[src/rtl/sync_fifo_pkg.sv]
// Shared types and helpers for the sync_fifo_ctrl FIFO family.
package sync_fifo_pkg;

    typedef enum logic {
        FIFO_STD  = 1'b0,
        FIFO_FWFT = 1'b1
    } fifo_mode_e;

    // Words between two wrap-bit pointers, taken modulo 2*DEPTH.
    function automatic int unsigned ptr_diff(input int unsigned wr_ptr,
                                             input int unsigned rd_ptr,
                                             input int unsigned addr_width);
        return (wr_ptr - rd_ptr) & ((32'd2 << addr_width) - 32'd1);
    endfunction

endpackage

[src/rtl/sync_fifo_ram.sv]
// Simple dual-port storage for the FIFO: synchronous write, asynchronous read, no reset.
module sync_fifo_ram
    import sync_fifo_pkg::*;
#(
    parameter int ADDR_WIDTH = 8,
    parameter int DATA_WIDTH = 8
) (
    input  logic                  clk,
    input  logic                  we,
    input  logic [ADDR_WIDTH-1:0] waddr,
    input  logic [DATA_WIDTH-1:0] wdata,
    input  logic [ADDR_WIDTH-1:0] raddr,
    output logic [DATA_WIDTH-1:0] rdata
);

    logic [DATA_WIDTH-1:0] mem_q [2**ADDR_WIDTH];

    always_ff @(posedge clk) begin
        if (we) begin
            mem_q[waddr] <= wdata;
        end
    end

    assign rdata = mem_q[raddr];

endmodule

[src/rtl/sync_fifo_ctrl.sv]
// Synchronous FIFO with standard or first-word-fall-through read, occupancy and threshold flags.
// Define SYNC_FIFO_ERR_FLAGS_EN to build the sticky overflow/underflow flag registers.
module sync_fifo_ctrl
    import sync_fifo_pkg::*;
#(
    parameter int ADDR_WIDTH        = 8,
    parameter int DATA_WIDTH        = 8,
    parameter int FWFT              = 0,
    parameter int PROG_FULL_THRESH  = 2**ADDR_WIDTH - 4,
    parameter int PROG_EMPTY_THRESH = 3
) (
    input  logic                  clk,
    input  logic                  rst_n,
    input  logic                  wr_en,
    input  logic [DATA_WIDTH-1:0] wr_data,
    input  logic                  rd_en,
    output logic [DATA_WIDTH-1:0] rd_data,
    output logic                  rd_valid,
    output logic                  full,
    output logic                  empty,
    output logic                  almost_full,
    output logic                  almost_empty,
    output logic                  prog_full,
    output logic                  prog_empty,
    output logic [ADDR_WIDTH:0]   data_count,
    output logic                  overflow,
    output logic                  underflow
);

    localparam int                DEPTH     = 2**ADDR_WIDTH;
    localparam int                AF_INT    = DEPTH - 1;
    localparam logic [ADDR_WIDTH:0] DEPTH_CNT = DEPTH[ADDR_WIDTH:0];
    localparam logic [ADDR_WIDTH:0] AF_LVL    = AF_INT[ADDR_WIDTH:0];
    localparam logic [ADDR_WIDTH:0] PF_LVL    = PROG_FULL_THRESH[ADDR_WIDTH:0];
    localparam logic [ADDR_WIDTH:0] PE_LVL    = PROG_EMPTY_THRESH[ADDR_WIDTH:0];
    localparam fifo_mode_e          MODE      = (FWFT != 0) ? FIFO_FWFT : FIFO_STD;

    logic [ADDR_WIDTH:0]   wr_ptr_q, wr_ptr_d;
    logic [ADDR_WIDTH:0]   rd_ptr_q, rd_ptr_d;
    logic [ADDR_WIDTH:0]   count_q, count_d;
    logic [DATA_WIDTH-1:0] rd_data_q, rd_data_d;
    logic                  rd_valid_q, rd_valid_d;
    logic [DATA_WIDTH-1:0] mem_rdata;
    logic                  wr_acc, rd_acc, load_out, mem_avail;

    sync_fifo_ram #(
        .ADDR_WIDTH (ADDR_WIDTH),
        .DATA_WIDTH (DATA_WIDTH)
    ) u_ram (
        .clk   (clk),
        .we    (wr_acc),
        .waddr (wr_ptr_q[ADDR_WIDTH-1:0]),
        .wdata (wr_data),
        .raddr (rd_ptr_q[ADDR_WIDTH-1:0]),
        .rdata (mem_rdata)
    );

    // Status decodes from registered state only, so no input reaches an output combinationally.
    assign full         = (count_q == DEPTH_CNT);
    assign empty        = (MODE == FIFO_FWFT) ? ~rd_valid_q : (count_q == '0);
    assign almost_full  = (count_q >= AF_LVL);
    assign almost_empty = (count_q <= 1);
    assign prog_full    = (count_q >= PF_LVL);
    assign prog_empty   = (count_q <= PE_LVL);
    assign data_count   = count_q;
    assign rd_data      = rd_data_q;
    assign rd_valid     = rd_valid_q;

    // Handshake: a write takes effect on a clock edge when wr_en && !full, a read/pop when
    // rd_en && !empty; both use flag values from before that edge, and rejected requests are no-ops.
    always_comb begin
        mem_avail  = ptr_diff(32'(wr_ptr_q), 32'(rd_ptr_q), ADDR_WIDTH) != 32'd0;
        wr_acc     = wr_en && !full;
        rd_acc     = rd_en && !empty;
        load_out   = rd_acc;
        rd_valid_d = rd_acc;
        if (MODE == FIFO_FWFT) begin
            // Refill the output register when it is empty or being popped this cycle.
            load_out   = (!rd_valid_q || rd_acc) && mem_avail;
            rd_valid_d = load_out ? 1'b1 : (rd_acc ? 1'b0 : rd_valid_q);
        end

        wr_ptr_d  = wr_acc   ? wr_ptr_q + 1'b1 : wr_ptr_q;
        rd_ptr_d  = load_out ? rd_ptr_q + 1'b1 : rd_ptr_q;
        rd_data_d = load_out ? mem_rdata : rd_data_q;

        count_d = count_q;
        case ({wr_acc, rd_acc})
            2'b10:   count_d = count_q + 1'b1;
            2'b01:   count_d = count_q - 1'b1;
            default: count_d = count_q;
        endcase
    end

    always_ff @(posedge clk or negedge rst_n) begin
        if (!rst_n) begin
            wr_ptr_q   <= '0;
            rd_ptr_q   <= '0;
            count_q    <= '0;
            rd_data_q  <= '0;
            rd_valid_q <= 1'b0;
        end else begin
            wr_ptr_q   <= wr_ptr_d;
            rd_ptr_q   <= rd_ptr_d;
            count_q    <= count_d;
            rd_data_q  <= rd_data_d;
            rd_valid_q <= rd_valid_d;
        end
    end

`ifdef SYNC_FIFO_ERR_FLAGS_EN
    logic overflow_q, overflow_d;
    logic underflow_q, underflow_d;

    always_comb begin
        overflow_d  = overflow_q  | (wr_en & full);
        underflow_d = underflow_q | (rd_en & empty);
    end

    always_ff @(posedge clk or negedge rst_n) begin
        if (!rst_n) begin
            overflow_q  <= 1'b0;
            underflow_q <= 1'b0;
        end else begin
            overflow_q  <= overflow_d;
            underflow_q <= underflow_d;
        end
    end

    assign overflow  = overflow_q;
    assign underflow = underflow_q;
`else
    assign overflow  = 1'b0;
    assign underflow = 1'b0;
`endif

endmodule

[config.mk]
export PLATFORM = sky130hd
export DESIGN_NAME = sync_fifo_ctrl
export DESIGN_NICKNAME = d
export VERILOG_FILES = /design/src/rtl/sync_fifo_pkg.sv /design/src/rtl/sync_fifo_ram.sv /design/src/rtl/sync_fifo_ctrl.sv
export SDC_FILE = /design/constraint.sdc
export NUM_CORES = 2
export LEC_CHECK = 0
export CORE_UTILIZATION = 65
export DETAILED_ROUTE_END_ITERATION = 8
export PLACE_DENSITY = 0.87
export SLEW_MARGIN = 20
export SYNTH_ARGS = -nofsm -noshare
export SYNTH_HDL_FRONTEND = slang
export SYNTH_SLANG_ARGS = --single-unit
[constraint.sdc]
create_clock -name clk -period 8.22 [get_ports clk]
set_input_delay 1.233 -clock clk [delete_from_list [all_inputs] [get_ports clk]]
set_output_delay 1.233 -clock clk [all_outputs]
set_load 0.01 [all_outputs]
Yosys cells after proc, flatten, opt, wreduce, memory -nomap -nowiden
Memory sizes are Yosys's and may differ from the RTL's. A register that Yosys moved wholly into a read port is not among the register bits.
Cells that the tools add are included.
Operators by class
  add/subtract/negate cells: 4
  magnitude comparators: 4
  equal/unequal tests: 3
  mux-type cells: 3
  reduce and logical (&&, ||, !) cells: 7
Operators by type and width (count)
  adder 9 x 1 -> 9 bit, second input constant: 3
  greater-or-equal comparator 9 x 8 -> 1 bit, second input constant: 2
  case mux 9 bit (2 select lines): 1
  == test 9 bit, second input constant: 1
  <= comparator 9 x 1 -> 1 bit, second input constant: 1
  <= comparator 9 x 2 -> 1 bit, second input constant: 1
  logical NOT 9 bit: 1
  subtractor 9 x 1 -> 9 bit, second input constant: 1
  logical NOT 1 bit: 3
  == test 2 x 1 -> 1 bit, second input constant: 1
  == test 2 bit, second input constant: 1
  logical AND 1 bit: 2
  2-to-1 mux 1 bit: 2
  nonzero test 2 bit: 1
Word-level totals
  bits in registers: 28
  RAM bits: 2048
  memories: 1
Memory list
  u_ram.mem_q: words 256, bits a word 8, read ports 1, clocked after Yosys merged registers in 1, wr ports 1, RTL line sync_fifo_ram.sv:16  | logic [DATA_WIDTH-1:0] mem_q [2**ADDR_WIDTH];

Logic depth before layout (Yosys ltp)
  depth in word-level cells: 5
  mapped depth: 13
  gate-level depth less buffers: 11

Cells and area by module
Synthesis repeated with hierarchy kept, for this count alone.
Unflattened totals
  cell total of the unflattened synthesis: 3897
  area, all modules: 81111.5 um^2
By module, submodules not included
  sync_fifo_ram: instances 1, cells each 3725, area an instance 79396.1 um^2, sequential area each 61499.0 um^2
  sync_fifo_ctrl: instances 1, cells each 172, area an instance 1715.4 um^2, sequential area each 850.8 um^2

Worst setup path after synthesis
No wires, ideal clock.
  path kind: input -> register
  start point: in wr_en
  end point: mem u_ram.mem_q[101][0] (enable)
  library setup time: 0.370 ns
  arrival: 2.729 ns
  path slack: 5.120 ns
  cell stages on the path: 7
  path buffers: 2
  cells stage by stage: nor2b_1 -> buf_2 -> inv_1 -> nor3b_1 -> nand2_1 -> clkbuf_1 -> nor2_1
Between the ends
  longest elaborated chain between the ends: 3
Ends and longest elaborated chain
  start, declared: RTL line sync_fifo_ctrl.sv:14  | input logic wr_en,
  logical AND 1 bit: RTL line sync_fifo_ctrl.sv:73  | wr_acc = wr_en && !full;
  2-to-1 mux 1 bit: RTL line sync_fifo_ram.sv:19  | if (we) begin
  2-to-1 mux 1 bit (implied by the code): RTL line sync_fifo_ram.sv:20  | mem_q[waddr] <= wdata;
  end, declared: RTL line sync_fifo_ram.sv:16
No other way between the ends.

==> impl_metrics.json <==
{
  "numCtsBuffers": 189,
  "drive_above_1_share_pct": 20.9,
  "final_util_pct": 72.1,
  "worstMarginPinSlew_ns": 1.38,
  "synth-simple-area-share_pct": 2.57,
  "cp.required_ns": 8.96,
  "wl_um": 233000,
  "overflow": 0,
  "clock.fmax_ghz": 0.191,
  "final_common_cell": "edfxtp_1",
  "htree_levels": 4,
  "rr_startpoint": "rd_ptr_q[3]$_DFFE_PN0P_",
  "cts_tree": "done",
  "fin_ws_ns": 2.99,
  "avgSynthCellArea_um2": 20.9,
  "power.leakage_uw": 0.0279,
  "final_nets": 3965,
  "root_buffer": "clkbuf_16",
  "chipHeight_um": 355,
  "coreArea_um2": 124000,
  "cts_resized": 0,
  "finClkSkew_ns": 0.0447,
  "setup_viol": 0,
  "final_max_slew_viol_count": 0,
  "min_period_over_period_pct": 63.6,
  "rrSetupSlack_ns": 2.99,
  "startpoint_type": "register",
  "holdPathEnd": "data_count[7]$_DFFE_PN0P_",
  "ant_nets": 0,
  "power_density_nw_per_um2": 335,
  "synthAdderAreaFrac_pct": 0.169,
  "wl_per_cell_um": 40.6,
  "num_rows": 129,
  "hold_class": "reg -> reg",
  "max_cap_viol_count": 0,
  "area_growth_pct": 9.85,
  "failed_checks": "design-rule violations",
  "final-hold-violation-count": 0,
  "grt_setup_unrepaired": "no",
  "synth_top_family_by_area": "multiplexers",
  "mostFrequentLayoutCells": "edfxtp_1, mux4_2, nor2_1",
  "yosys_register_bits": 2082,
  "vias": 44991,
  "viasPerCell": 7.84,
  "ys.flop_type": "edfxtp_1",
  "seq_area_um2": 62400,
  "outcome": "finished with violations",
  "timing.slew.headroom_pct": 7.99,
  "io-pin-count": 38,
  "place_ws_ns": 3.22,
  "crit_arrival_ns": 5.97,
  "fillers": 6104,
  "hold_depth": 1,
  "dp_hpwl_um": 119000,
  "grt_pass1_vias": 44472,
  "multiInputGateArea_um2": 17500,
  "fin_tns_setup_ns": 0,
  "ir_drop_v": 0.000346,
  "die_area_um2": 126000,
  "cp-end-kind": "register",
  "netlist_area_um2": 81200,
  "die_w_um": 355,
  "dr.first_iter.drc_count": 8626,
  "clock_latency_ns": 0.86,
  "worstHoldStart": "data_count[7]$_DFFE_PN0P_",
  "port_buffers": 35,
  "synth_warnings": 0,
  "synth-async-reset-ratio_pct": 1.63,
  "drc": 144,
  "synth_compound_area_share_pct": 3.01,
  "netlist_instances": 3887,
  "fin_crit_ns": 5.23,
  "synth.mux.area_fraction_pct": 15.5,
  "numClockSinks": 2082,
  "seq_area_frac_synth_pct": 76.8,
  "initial_core_util_pct": 65.6,
  "r2r_end": "rd_data[6]$_DFFE_PN0P_",
  "startpoint": "rd_ptr_q[3]$_DFFE_PN0P_",
  "grt_pass1_wl_um": 330000,
  "postCtsHoldBufs": 0,
  "grt_antenna_before_repair": 12,
  "path_class": "reg -> reg",
  "grt_max_degree": 194,
  "reg2reg_depth": 8,
  "grt.total_usage_pct": 37.6,
  "clk_path_buf_depth": 3,
  "ys_types": 70,
  "place.gp.congestion": 0.954,
  "synth_xor_area_share_pct": 0.237,
  "synth_edf_count": 2048,
  "postCtsSetupBuffers": 0,
  "cts.clk_slew.worst_paths_ns": 0.07,
  "drt_first_pass_iters": 9,
  "critPathMaxFanout": 36
}
==> layout make-up <==
type                            count  area share (%)
Tap cell                         1637            2.30
Timing Repair Buffer              102            1.11
Antenna cell                        5          0.0140
Clock inverter                    121            1.35
Clock buffer                      228            5.64
Inverter                           12          0.0533
Sequential cell                  2082            69.9
Multi-Input combinational cell   1555            19.6
==> per-stage QoR <==
step           std cells  hold slack [ns]  total power [µW]  area [µm²]
2_1_floorplan       3888            0.491             17600       81200
3_3_place_gp        5388            0.502             20000       83000
3_5_place_dp        5388            0.521             20200       83000
4_1_cts             5737            0.528             29400       89200
5_1_grt             5737            0.553             30200       89200
6_report            5742            0.527             29900       89200
==> power by group <==
part	leakage, µW	internal, µW	total (µW)	switching, µW
Sequential	0.0188	11800	12200	400
Combinational	0.00599	3260	8540	5280
Clock	0.00306	5010	9110	4100
Total	0.0279	20100	29900	9780
==> worst max-delay path by stage <==
stage / endpoint / slack [ns] / cells past startpoint
finish: rd_data[6]$_DFFE_PN0P_ / 2.99 / 8
floorplan: u_ram.mem_q[101][0]$_DFFE_PP_ / 5.12 / 7
detailed placement: u_ram.mem_q[0][2]$_DFFE_PP_ / 3.22 / 7
CTS: rd_data[5]$_DFFE_PN0P_ / 3.53 / 9
global route: rd_data[6]$_DFFE_PN0P_ / 3.02 / 9
global placement: u_ram.mem_q[1][3]$_DFFE_PP_ / 3.38 / 7
==> critical path, stage by stage, from the launching register on <==
cell and delay (ns):
dfrtp_4 0.83, buf_4 0.66, and2_2 0.45, nand2b_1 0.76
o221a_2 0.55, o21ai_0 0.13, nor4b_1 0.91, o21bai_1 0.53
o311ai_1 0.23
==> flip-flops by register name (all words and copies together), names as in the netlist <==
signal and cells:
data_count 9, rd_data 8, rd_ptr_q 8, rd_valid 1
u_ram.mem_q 2048, wr_ptr_q 8
==> metal layers <==
layer  track usage, %  wire, µm
met1             47.3     71700
met2             56.3    106000
met3             13.6     36300
met4             23.4     19200
met5            0.340       188
==> Yosys cell counts (all sizes together), types with 8 or more instances <==
cell type / number / share of area (%)
dfrtp: 34 / 1.0
o21ai: 37 / 0.23
a21oi: 86 / 0.53
nor4: 8 / 0.069
o22ai: 19 / 0.15
edfxtp: 2048 / 76
nand2: 107 / 0.49
o221ai: 9 / 0.097
a221oi: 31 / 0.33
nor2b: 18 / 0.14
xnor2: 17 / 0.18
mux2: 10 / 0.14
nor2: 290 / 1.3
nand3: 18 / 0.11
a31oi: 22 / 0.17
nand2b: 8 / 0.062
a22oi: 72 / 0.67
mux2i: 190 / 2.3
a22o: 11 / 0.12
buf: 136 / 1.2
nor3: 14 / 0.086
inv: 12 / 0.055
a211oi: 18 / 0.17
clkbuf: 103 / 0.48
mux4: 469 / 13
ha: 11 / 0.17
==> kinds of logic (layout without fill, tap and decap cells) <==
group,after synthesis,count (layout)
DFF,2082,2082
muxes,669,669
and+or+nand+nor,494,494
AOI/OAI and AO/OA,357,357
buffers and inverters,251,463
xor gates and xnor gates,22,22
adders and majority gates,11,11
other,1,7
No activity file was read; power rests on OpenSTA's default activity.
